===== src/rtl/mrelbp_ci_multi_r_if.sv =====
// Pixel stream and CI result bundle for mrelbp_ci_multi_r.
// thr_i/thr_sel_i exist only when MRELBP_CI_EXT_THR_EN is defined.
interface mrelbp_ci_multi_r_if #(
  parameter int unsigned DATA_W = 8,
  parameter int unsigned NUM_R  = 4
);
  logic [DATA_W-1:0]       pixel_i;
  logic                    done_i;
`ifdef MRELBP_CI_EXT_THR_EN
  logic [DATA_W-1:0]       thr_i;
  logic                    thr_sel_i;
`endif
  logic [NUM_R-1:0]        ci_o;
  logic [NUM_R-1:0]        done_o;
  logic [NUM_R-1:0]        progress_done_o;
  logic [NUM_R*DATA_W-1:0] mean_o;
  logic                    mean_valid_o;
  logic                    overrun_o;

`ifdef MRELBP_CI_EXT_THR_EN
  modport master (
    output pixel_i, done_i, thr_i, thr_sel_i,
    input  ci_o, done_o, progress_done_o, mean_o, mean_valid_o, overrun_o
  );
  modport slave (
    input  pixel_i, done_i, thr_i, thr_sel_i,
    output ci_o, done_o, progress_done_o, mean_o, mean_valid_o, overrun_o
  );
`else
  modport master (
    output pixel_i, done_i,
    input  ci_o, done_o, progress_done_o, mean_o, mean_valid_o, overrun_o
  );
  modport slave (
    input  pixel_i, done_i,
    output ci_o, done_o, progress_done_o, mean_o, mean_valid_o, overrun_o
  );
`endif
endinterface


===== src/rtl/mrelbp_ci_multi_r.sv =====
// Multi-radius centre-intensity engine: per-radius CI bits against frame means from a shared
// sequential divider. Define MRELBP_CI_EXT_THR_EN to add the thr_i/thr_sel_i override.
module mrelbp_ci_multi_r #(
  parameter int unsigned DATA_W = 8,
  parameter int unsigned ROWS   = 30,
  parameter int unsigned COLS   = 30,
  parameter int unsigned NUM_R  = 4,
  parameter int unsigned R_STEP = 2
) (
  input logic                clk,
  input logic                rst,
  mrelbp_ci_multi_r_if.slave bus
);
  localparam int unsigned SUM_W = DATA_W + $clog2(ROWS * COLS);
  localparam int unsigned ROW_W = $clog2(ROWS);
  localparam int unsigned COL_W = $clog2(COLS);
  localparam int unsigned IDX_W = (NUM_R > 1) ? $clog2(NUM_R) : 1;
  localparam int unsigned CNT_W = $clog2(SUM_W + 1);
  localparam logic [DATA_W-1:0] THR_RST = {1'b1, {(DATA_W-1){1'b0}}};

  typedef enum logic [1:0] {ST_STREAM, ST_DIVIDE, ST_UPDATE} state_t;

  state_t                       state_q, state_d;
  logic [ROW_W-1:0]             row_q, row_d;
  logic [COL_W-1:0]             col_q, col_d;
  logic [NUM_R-1:0][SUM_W-1:0]  sum_q, sum_d;
  logic [NUM_R-1:0][SUM_W-1:0]  snap_q, snap_d;
  logic [NUM_R-1:0][DATA_W-1:0] thr_q, thr_d;
  logic [NUM_R-1:0][DATA_W-1:0] stage_q, stage_d;
  logic [NUM_R-1:0]             ci_q, ci_d;
  logic [NUM_R-1:0]             done_q, done_d;
  logic [NUM_R-1:0]             last_q, last_d;
  logic [NUM_R-1:0]             prog_q, prog_d;
  logic [IDX_W-1:0]             idx_q, idx_d;
  logic [CNT_W-1:0]             cnt_q, cnt_d;
  logic [SUM_W-1:0]             rem_q, rem_d;
  logic [SUM_W-1:0]             quo_q, quo_d;
  logic                         mean_valid_q, mean_valid_d;
  logic                         overrun_q, overrun_d;

  logic [NUM_R-1:0]             centre, last_centre;
  logic [NUM_R-1:0][SUM_W-1:0]  n_tab;
  logic [NUM_R-1:0][DATA_W-1:0] thr_eff;
  logic                         frame_end;
  logic [SUM_W:0]               rem_sh;
  logic [SUM_W-1:0]             div_sel;

  for (genvar k = 0; k < NUM_R; k++) begin : g_geom
    localparam int unsigned R = R_STEP * (k + 1);
    assign centre[k] = (row_q >= ROW_W'(R)) && (row_q <= ROW_W'(ROWS - 1 - R)) &&
                       (col_q >= COL_W'(R)) && (col_q <= COL_W'(COLS - 1 - R));
    assign last_centre[k] = (row_q == ROW_W'(ROWS - 1 - R)) && (col_q == COL_W'(COLS - 1 - R));
    assign n_tab[k] = SUM_W'((ROWS - 2 * R) * (COLS - 2 * R));
  end

  assign frame_end = bus.done_i && (row_q == ROW_W'(ROWS - 1)) && (col_q == COL_W'(COLS - 1));

  always_comb begin
    for (int unsigned k = 0; k < NUM_R; k++) begin
`ifdef MRELBP_CI_EXT_THR_EN
      thr_eff[k] = bus.thr_sel_i ? bus.thr_i : thr_q[k];
`else
      thr_eff[k] = thr_q[k];
`endif
    end
  end

  always_comb begin
    state_d      = state_q;
    row_d        = row_q;
    col_d        = col_q;
    sum_d        = sum_q;
    snap_d       = snap_q;
    thr_d        = thr_q;
    stage_d      = stage_q;
    ci_d         = ci_q;
    done_d       = '0;
    last_d       = '0;
    prog_d       = last_q;
    idx_d        = idx_q;
    cnt_d        = cnt_q;
    rem_d        = rem_q;
    quo_d        = quo_q;
    mean_valid_d = 1'b0;
    overrun_d    = overrun_q;
    rem_sh       = '0;
    div_sel      = n_tab[idx_q];

    if (bus.done_i) begin
      if (col_q == COL_W'(COLS - 1)) begin
        col_d = '0;
        row_d = (row_q == ROW_W'(ROWS - 1)) ? '0 : row_q + 1'b1;
      end else begin
        col_d = col_q + 1'b1;
      end
      for (int unsigned k = 0; k < NUM_R; k++) begin
        if (centre[k]) begin
          done_d[k] = 1'b1;
          ci_d[k]   = (bus.pixel_i >= thr_eff[k]);
          last_d[k] = last_centre[k];
          sum_d[k]  = sum_q[k] + SUM_W'(bus.pixel_i);
        end
      end
      // Snapshot takes the sum including this pixel; a busy divider drops it instead.
      if (frame_end) begin
        for (int unsigned k = 0; k < NUM_R; k++) begin
          if (state_q == ST_STREAM) snap_d[k] = sum_d[k];
          sum_d[k] = '0;
        end
        if (state_q != ST_STREAM) overrun_d = 1'b1;
      end
    end

    case (state_q)
      ST_STREAM: begin
        if (frame_end) begin
          state_d = ST_DIVIDE;
          idx_d   = '0;
          cnt_d   = '0;
        end
      end
      ST_DIVIDE: begin
        if (cnt_q == '0) begin
          rem_d = '0;
          quo_d = snap_q[idx_q];
          cnt_d = CNT_W'(1);
        end else begin
          // Restoring step: dividend bits enter the remainder MSB first, quotient bits enter LSB.
          rem_sh = {rem_q, quo_q[SUM_W-1]};
          if (rem_sh >= {1'b0, div_sel}) begin
            rem_d = SUM_W'(rem_sh - {1'b0, div_sel});
            quo_d = {quo_q[SUM_W-2:0], 1'b1};
          end else begin
            rem_d = rem_sh[SUM_W-1:0];
            quo_d = {quo_q[SUM_W-2:0], 1'b0};
          end
          if (cnt_q == CNT_W'(SUM_W)) begin
            stage_d[idx_q] = quo_d[DATA_W-1:0];
            cnt_d          = '0;
            if (idx_q == IDX_W'(NUM_R - 1)) state_d = ST_UPDATE;
            else                            idx_d   = idx_q + 1'b1;
          end else begin
            cnt_d = cnt_q + 1'b1;
          end
        end
      end
      ST_UPDATE: begin
        thr_d        = stage_q;
        mean_valid_d = 1'b1;
        state_d      = ST_STREAM;
      end
      default: state_d = ST_STREAM;
    endcase
  end

  always_ff @(posedge clk or posedge rst) begin
    if (rst) begin
      state_q      <= ST_STREAM;
      row_q        <= '0;
      col_q        <= '0;
      sum_q        <= '0;
      snap_q       <= '0;
      thr_q        <= {NUM_R{THR_RST}};
      stage_q      <= '0;
      ci_q         <= '0;
      done_q       <= '0;
      last_q       <= '0;
      prog_q       <= '0;
      idx_q        <= '0;
      cnt_q        <= '0;
      rem_q        <= '0;
      quo_q        <= '0;
      mean_valid_q <= 1'b0;
      overrun_q    <= 1'b0;
    end else begin
      state_q      <= state_d;
      row_q        <= row_d;
      col_q        <= col_d;
      sum_q        <= sum_d;
      snap_q       <= snap_d;
      thr_q        <= thr_d;
      stage_q      <= stage_d;
      ci_q         <= ci_d;
      done_q       <= done_d;
      last_q       <= last_d;
      prog_q       <= prog_d;
      idx_q        <= idx_d;
      cnt_q        <= cnt_d;
      rem_q        <= rem_d;
      quo_q        <= quo_d;
      mean_valid_q <= mean_valid_d;
      overrun_q    <= overrun_d;
    end
  end

  assign bus.ci_o            = ci_q;
  assign bus.done_o          = done_q;
  assign bus.progress_done_o = prog_q;
  assign bus.mean_o          = thr_q;
  assign bus.mean_valid_o    = mean_valid_q;
  assign bus.overrun_o       = overrun_q;
endmodule


===== src/flat_wrapper.sv =====
// flat-port wrapper written by rule: the top's interface ports become plain ports
module mrelbp_ci_multi_r_flat 
#(
  parameter int unsigned DATA_W = 8,
  parameter int unsigned ROWS   = 30,
  parameter int unsigned COLS   = 30,
  parameter int unsigned NUM_R  = 4,
  parameter int unsigned R_STEP = 2
)
  (clk, rst, bus_pixel_i, bus_done_i, bus_ci_o, bus_done_o, bus_progress_done_o, bus_mean_o, bus_mean_valid_o, bus_overrun_o);
  mrelbp_ci_multi_r_if #(.DATA_W(DATA_W), .NUM_R(NUM_R)) bus_i ();
  input logic clk;
  input logic rst;
  input wire logic [$bits(bus_i.pixel_i)-1:0] bus_pixel_i;
  input wire logic [$bits(bus_i.done_i)-1:0] bus_done_i;
  output wire logic [$bits(bus_i.ci_o)-1:0] bus_ci_o;
  output wire logic [$bits(bus_i.done_o)-1:0] bus_done_o;
  output wire logic [$bits(bus_i.progress_done_o)-1:0] bus_progress_done_o;
  output wire logic [$bits(bus_i.mean_o)-1:0] bus_mean_o;
  output wire logic [$bits(bus_i.mean_valid_o)-1:0] bus_mean_valid_o;
  output wire logic [$bits(bus_i.overrun_o)-1:0] bus_overrun_o;
  assign bus_i.pixel_i = bus_pixel_i;
  assign bus_i.done_i = bus_done_i;
  assign bus_ci_o = bus_i.ci_o;
  assign bus_done_o = bus_i.done_o;
  assign bus_progress_done_o = bus_i.progress_done_o;
  assign bus_mean_o = bus_i.mean_o;
  assign bus_mean_valid_o = bus_i.mean_valid_o;
  assign bus_overrun_o = bus_i.overrun_o;
  mrelbp_ci_multi_r #(.DATA_W(DATA_W), .ROWS(ROWS), .COLS(COLS), .NUM_R(NUM_R), .R_STEP(R_STEP)) u_core (.clk(clk), .rst(rst), .bus(bus_i));
endmodule

===== config.mk =====
export PLATFORM = sky130hd
export DESIGN_NAME = mrelbp_ci_multi_r_flat
export DESIGN_NICKNAME = d
export VERILOG_FILES = /design/src/rtl/mrelbp_ci_multi_r_if.sv /design/src/rtl/mrelbp_ci_multi_r.sv /design/src/flat_wrapper.sv
export SDC_FILE = /design/constraint.sdc
export NUM_CORES = 1
export LEC_CHECK = 0
export CORE_ASPECT_RATIO = 2
export CORE_UTILIZATION = 42
export CTS_BUF_LIST = sky130_fd_sc_hd__clkbuf_2
export CTS_CLUSTER_DIAMETER = 200
export DETAILED_ROUTE_END_ITERATION = 12
export GPL_TIMING_DRIVEN = 0
export PLACE_DENSITY_LB_ADDON = 0.08
export SYNTH_ARGS = -nofsm -noshare
export SYNTH_HDL_FRONTEND = slang
export SYNTH_SLANG_ARGS = --single-unit

===== constraint.sdc =====
create_clock -name clk -period 9.2 [get_ports clk]
set_clock_uncertainty 0.2 [all_clocks]
set_input_delay 1.38 -clock clk [delete_from_list [all_inputs] [get_ports clk]]
set_output_delay 1.38 -clock clk [all_outputs]
set_load 0.05 [all_outputs]

==> impl_metrics.yaml <==
yosys:
  synth-edff-count: 0
  synthFlopType: "dfrtp_1"
  async_flop_share: 1.00
  synth_area_sq_mm: 0.0150
  synth_fp_nets: 1619
  yosys.cell_types.count: 78
  yosysSeqAreaShare: 0.468
  netlist_instances: 1518
  syn_avg_cell_area_sq_um: 9.90
  ys_ff_latch: 281
  yosysWarnings: 0
clock_network:
  numCtsBuffers: 67
  clk_latency_ns: 0.96
  clk_pin_slew_ns: 0.13
  tritoncts: "yes"
  cts.htree.levels: 3
  cts_resized: 0
  post_cts_buffers: 0
  clock-root-buffer: "clkbuf_2"
  postCtsHoldBufs: 0
  cts_max_path_buffers: 3
  clock_sinks: 281
global_route:
  grt_max_degree: 43
  grt_pass1_vias: 12700
  grt_usage: 0.261
  grt_overflow: 0
  grt_first_pass_wirelength_um: 71400
  antenna_found_initial: 1
routing:
  drt-wirelength-per-cell_um: 21.1
  firstDrtPassIters: 4
  vias: 12100
  drtIter0Drc: 483
  viasPerCell: 5.63
  wl_um: 45200
  drcViolationCount: 0
  drtAntennaViolNets: 0
placement:
  place_congestion: 0.849
  io_buffers: 56
  dp_hpwl_um: 34100
worst_setup_path:
  cp_common_cell: "inv_1"
  reg2reg_depth: 11
  critPathSlowestCell: "clkdlybuf4s50_1"
  path_max_fanout: 10
  cp_top_family: "compound AO/OA/AOI/OAI gates"
  path_cells: "clkdlybuf4s50_1 -> inv_1 -> fa_1 -> inv_1 -> a21o_1 -> a211oi_1 -> a2111oi_2 -> a31oi_1 -> a211o_1"
  critical_path_class: "in -> reg"
  worst_ep_required_time_ns: 9.81
  cp-end-kind: "flip-flop"
  max_stage_delay_ns: 0.98
  start_kind: "input pin"
  worst_ep_arrival_time_ns: 5.01
  path_buf_inv: 3
  path_depth: 9
timing:
  setup_viol: 0
  fin_crit_sh: 0.479
  rsz0062_at_grt: "false"
  fin_crit_ns: 4.41
  slew_violations: 0
  whs_ns: 0.159
  maxSlewHeadroom: 0.305
  setup-tns-final_ns: 0
  worst_pin_slew_ns: 1.04
  max_freq_ghz: 0.227
  finalHoldViolCount: 0
floorplan:
  die_x_um: 136
  initial_utilization: 0.429
  core-area_sq_mm: 0.0351
  die-area_sq_mm: 0.0366
  fp.dieH_um: 270
  row_count: 97
  io_pins: 57
power:
  power_leakage_nw: 7.94
  p_comb_frac: 0.178
  p_int_w: 0.00179
  pwr-share-clk: 0.321
  p_seq_frac: 0.501
  vdd_drop_max_uv: 85.8
  power_per_cell_area_mw_per_mm2: 158
  power_switching_w: 0.000874
  switching_share: 0.328
status:
  status: "completed"
finish:
  layout_common_cells: "nand2_1 (281), dfrtp_1 (277), o21ai_0 (142)"
  multi_input_area_sq_mm: 0.00744
  nFillCells: 3442
  fin_nets: 1751
  area_growth_pct: 12.4
  final_common_cell: "nand2_1"
  layout-drive-gt1-share: 0.124
  seq_area_sq_mm: 0.00704
min_path:
  hold_class: "reg -> reg"
  hold_path_depth: 0
flow_run:
  drv_cap: 0
==> layer usage <==
layer	global-route usage	share of wire
met5	0	0
met4	0.182	0.070
met3	0.0451	0.032
met2	0.481	0.55
met1	0.256	0.35
==> Yosys cell counts, drive strengths merged, types with 4 or more instances <==
library cell / number / area (sq um)
a211o: 5 / 52.6
a211oi: 10 / 75.1
a21o: 18 / 135
a21oi: 54 / 270
a22o: 24 / 210
a31oi: 15 / 93.8
a32o: 8 / 80.1
and2: 10 / 62.6
and3: 18 / 113
and3b: 5 / 43.8
and4: 6 / 52.6
buf: 18 / 85.1
clkbuf: 53 / 199
dfrtp: 277 / 6930
dfstp: 4 / 105
fa: 4 / 80.1
ha: 86 / 1080
inv: 71 / 267
mux2: 46 / 518
mux2i: 39 / 390
mux4: 18 / 405
nand2: 281 / 1050
nand2b: 13 / 88.8
nand3: 34 / 170
nand4: 11 / 68.8
nor2: 53 / 204
nor2b: 11 / 68.8
nor3: 21 / 105
nor4: 5 / 46.3
nor4b: 4 / 41.3
o2111ai: 4 / 35.0
o211ai: 19 / 143
o21a: 8 / 60.1
o21ai: 161 / 810
o21bai: 5 / 37.5
o31ai: 6 / 45.0
or2: 4 / 25.0
or3: 4 / 25.0
or4: 10 / 78.8
xnor2: 20 / 175
xor2: 13 / 114
==> cell families (layout without fill, tap and decap cells) <==
kind of cell	after synthesis	in the layout	synth area share
other	0	1	0
XOR/XNOR	33	33	0.0192
buffers and inverters	142	319	0.0366
adder cells (fa/ha/maj)	90	90	0.0769
multiplexers	103	103	0.0874
flip-flops	281	281	0.468
AO/OA/AOI/OAI	372	372	0.157
AND/OR/NAND/NOR	497	497	0.154
==> final timing paths <==
kind / start / endpoint / slack, ns
worst max-delay path: bus_pixel_i[1] / u_core.sum_q[50] / 4.79
worst min-delay path: u_core.last_q[3] / u_core.bus.progress_done_o[3] / 0.16
worst max register to register: u_core.idx_q[0] / u_core.rem_q[6] / 5.21
max in group asynchronous: rst / u_core.sum_q[16] / 7.12
worst min register to register: u_core.last_q[3] / u_core.bus.progress_done_o[3] / 0.16
min in group asynchronous: rst / u_core.rem_q[8] / 0.68
==> layout make-up <==
cell class / instances / share of cell area
plain buffers: 71 / 0.0168
clock buffers: 97 / 0.0287
well taps: 445 / 0.0330
repair buffers: 63 / 0.0415
inverters: 71 / 0.0160
flip-flops and latches: 281 / 0.416
clock inverters: 17 / 0.00689
diodes: 1 / 0.000148
multi-input cells: 1095 / 0.441
==> power by group through the flow <==
| stage | sequential, W | combinational (W) | clock [W] |
|---|---|---|---|
| after global placement | 0.00136 | 0.000457 | 0 |
| final | 0.00133 | 0.000473 | 0.000855 |
| after detailed placement | 0.00135 | 0.000475 | 0 |
| after floorplan | 0.00135 | 0.000321 | 0 |
| after CTS | 0.00133 | 0.000475 | 0.000890 |
| after global routing | 0.00134 | 0.000530 | 0.000945 |
==> flip-flops by register name, indices dropped and copies added, names as in the netlist, 5 cells and up <==
register,count
u_core.cnt_q,5
u_core.row_q,5
u_core.sum_q,72
u_core.quo_q,18
u_core.col_q,5
u_core.stage_q,32
u_core.bus.mean_o,32
u_core.rem_q,18
u_core.snap_q,72
==> per-stage QoR <==
step / instance area [sq um] / setup slack (ns) / utilization / total power (W) / instances
CTS: 16900 / 4.90 / 0.482 / 0.00270 / 2140
floorplan: 15000 / 3.90 / - / 0.00168 / 1518
detailed placement: 16300 / 3.88 / 0.464 / 0.00183 / 2026
finish: 16900 / 4.79 / 0.482 / 0.00266 / 2141
global placement: 16200 / 1.65 / 0.460 / 0.00181 / 2019
global route: 16900 / 4.71 / 0.482 / 0.00282 / 2141
No activity file was read; power rests on OpenSTA's default activity.
==> RTL edit: new RTL, same flow settings <==
`COLS` is set to 30 in 2 places; all go to 15.
--- a/src/rtl/mrelbp_ci_multi_r.sv
+++ b/src/rtl/mrelbp_ci_multi_r.sv
@@ -4,5 +4,5 @@
   parameter int unsigned DATA_W = 8,
   parameter int unsigned ROWS   = 30,
-  parameter int unsigned COLS   = 30,
+  parameter int unsigned COLS   = 15,
   parameter int unsigned NUM_R  = 4,
   parameter int unsigned R_STEP = 2
--- a/src/flat_wrapper.sv
+++ b/src/flat_wrapper.sv
@@ -4,5 +4,5 @@
   parameter int unsigned DATA_W = 8,
   parameter int unsigned ROWS   = 30,
-  parameter int unsigned COLS   = 30,
+  parameter int unsigned COLS   = 15,
   parameter int unsigned NUM_R  = 4,
   parameter int unsigned R_STEP = 2
Function: no difference found for any inputs over 10 cycles, from zero or initial values and one cycle with rst high; that may be too few to reach the edited logic, so the function may still have changed.
==> RTL edit against the original RTL <==
- worst hold slack worse by 0.0029 ns
- clock power up 1%
- sequential cell count down 11
- critical endpoint is now u_core.rem_q[11]$_DFFE_PP0P_
- routed wire length down 12%
- area after synthesis down 6.8%
- register-to-register slack worse by 0.93 ns
- global-route usage down 1.4 points
- synthesized cell count down 6.9%
- design area down 6.4%
- setup slack worse by 0.51 ns
- critical path depth up 4
- total power up 15%
==> RTL edit: results <==
[synth]
synthCells = 1413
yosys-top-cells-count = nand2_1, dfrtp_1, o21ai_0
ys_types = 72
async_reset_ff_frac = 1.00
synth_xor_area_frac = 0.0225
synth_compound_area_frac = 0.147
yosysSeqAreaShare = 0.483
synthAdderAreaFrac = 0.0701
synth.mux.area_fraction = 0.0773
synth_area_leaders = dfrtp_1, nand2_1, ha_1

[sta]
max_freq_mhz = 203
holdWs_ns = 0.156
maxSlewHeadroom = 0.360

[final_layout]
top_regs = u_core.snap_q (68), u_core.sum_q (68)
fin_nets = 1628
fill_cells = 3117
drive_gt1_frac = 0.130
finalNonFillerCells = 2029

[critical_path]
r2r_cells = 13
r2r_start = u_core.idx_q[1]$_DFFE_PP0P_
arrival_ns = 5.54

[clocking]
cts_buffers = 68
worstSkewPairLatency_ns = 0.92

[outcome]
status = finished, final reports clean

[route]
post_drt_wl_per_cell_um = 19.7
first_pass_iters = 5
drt_iter0_markers = 513
avgViaCountPerCell = 5.41

[pwr]
ir_drop_mv = 0.104
leakage_nw = 7.42

[grt]
grt_pass1_wl_um = 64100
grt_pass1_vias = 11700

[placed_design]
port_buffers = 55
place.detailed.hpwl_um = 29500
place_inst = 1903
place.gp.congestion = 0.857
==> RTL edit: cell count changes in the layout (fill, tap and decap cells not counted), moves of 13 or more <==
| cell | delta |
|---|---|
| a21oi_1 | -13 |
| a22o_1 | +13 |
| a31oi_1 | +18 |
| ha_1 | -14 |
| mux2i_1 | -13 |
| nor2_1 | +15 |
| o21ai_0 | -27 |
| o21ai_1 | -13 |
==> RTL edit: logic make-up after synthesis <==
family                   after synthesis
AO/OA/AOI/OAI                        320
XOR/XNOR                              36
AND/OR/NAND/NOR                      495
other                                  1
flip-flops                           270
buffers and inverters                133
adder cells (fa/ha/maj)               76
multiplexers                          82
==> RTL edit: layout make-up <==
type	count	area [um2]	area share
Clock buffer	101	505	0.0320
Timing Repair Buffer	57	606	0.0383
Inverter	60	233	0.0147
Tap cell	432	541	0.0342
Antenna cell	2	5.00	0.000317
Sequential cell	270	6760	0.428
Multi-Input combinational cell	1011	6710	0.424
Buffer	73	310	0.0196
Clock inverter	23	141	0.00894
==> RTL edit: stage by stage <==
stage               cell area (um2)  setup TNS [ns]
finish                        15800               0
CTS                           15800               0
detailed placement            15200               0
floorplan                     14000               0
global route                  15800               0
global placement              15100         -959.59
==> RTL edit: metal layers <==
| metal | track usage | share of wire | routed length, um | vias to the layer above |
|---|---|---|---|---|
| li1 | - | - | - | 5261 |
| met1 | 0.241 | 0.35 | 14100 | 5399 |
| met2 | 0.476 | 0.56 | 22400 | 215 |
| met3 | 0.0380 | 0.031 | 1220 | 112 |
| met4 | 0.156 | 0.056 | 2240 | 0 |
| met5 | 0 | 0 | 0 | - |
==> RTL edit: power by group <==
part | switching [W] | total (W) | internal (W)
Clock | 0.000515 | 0.000865 | 0.000350
Sequential | 0.0000909 | 0.00136 | 0.00127
Combinational | 0.000514 | 0.000845 | 0.000330
Total | 0.00112 | 0.00307 | 0.00195
==> RTL edit: worst max-delay path: stages (launching register included) <==
cell,delay [ns]
dfrtp_1,0.52
buf_1,0.67
clkbuf_1,0.65
inv_1,0.24
ha_1,0.44
ha_1,0.44
nand2_1,0.08
o21a_1,0.19
a2bb2oi_1,0.17
o211ai_1,0.17
buf_2,0.31
buf_2,0.35
o311ai_0,0.21
o21ai_0,0.18
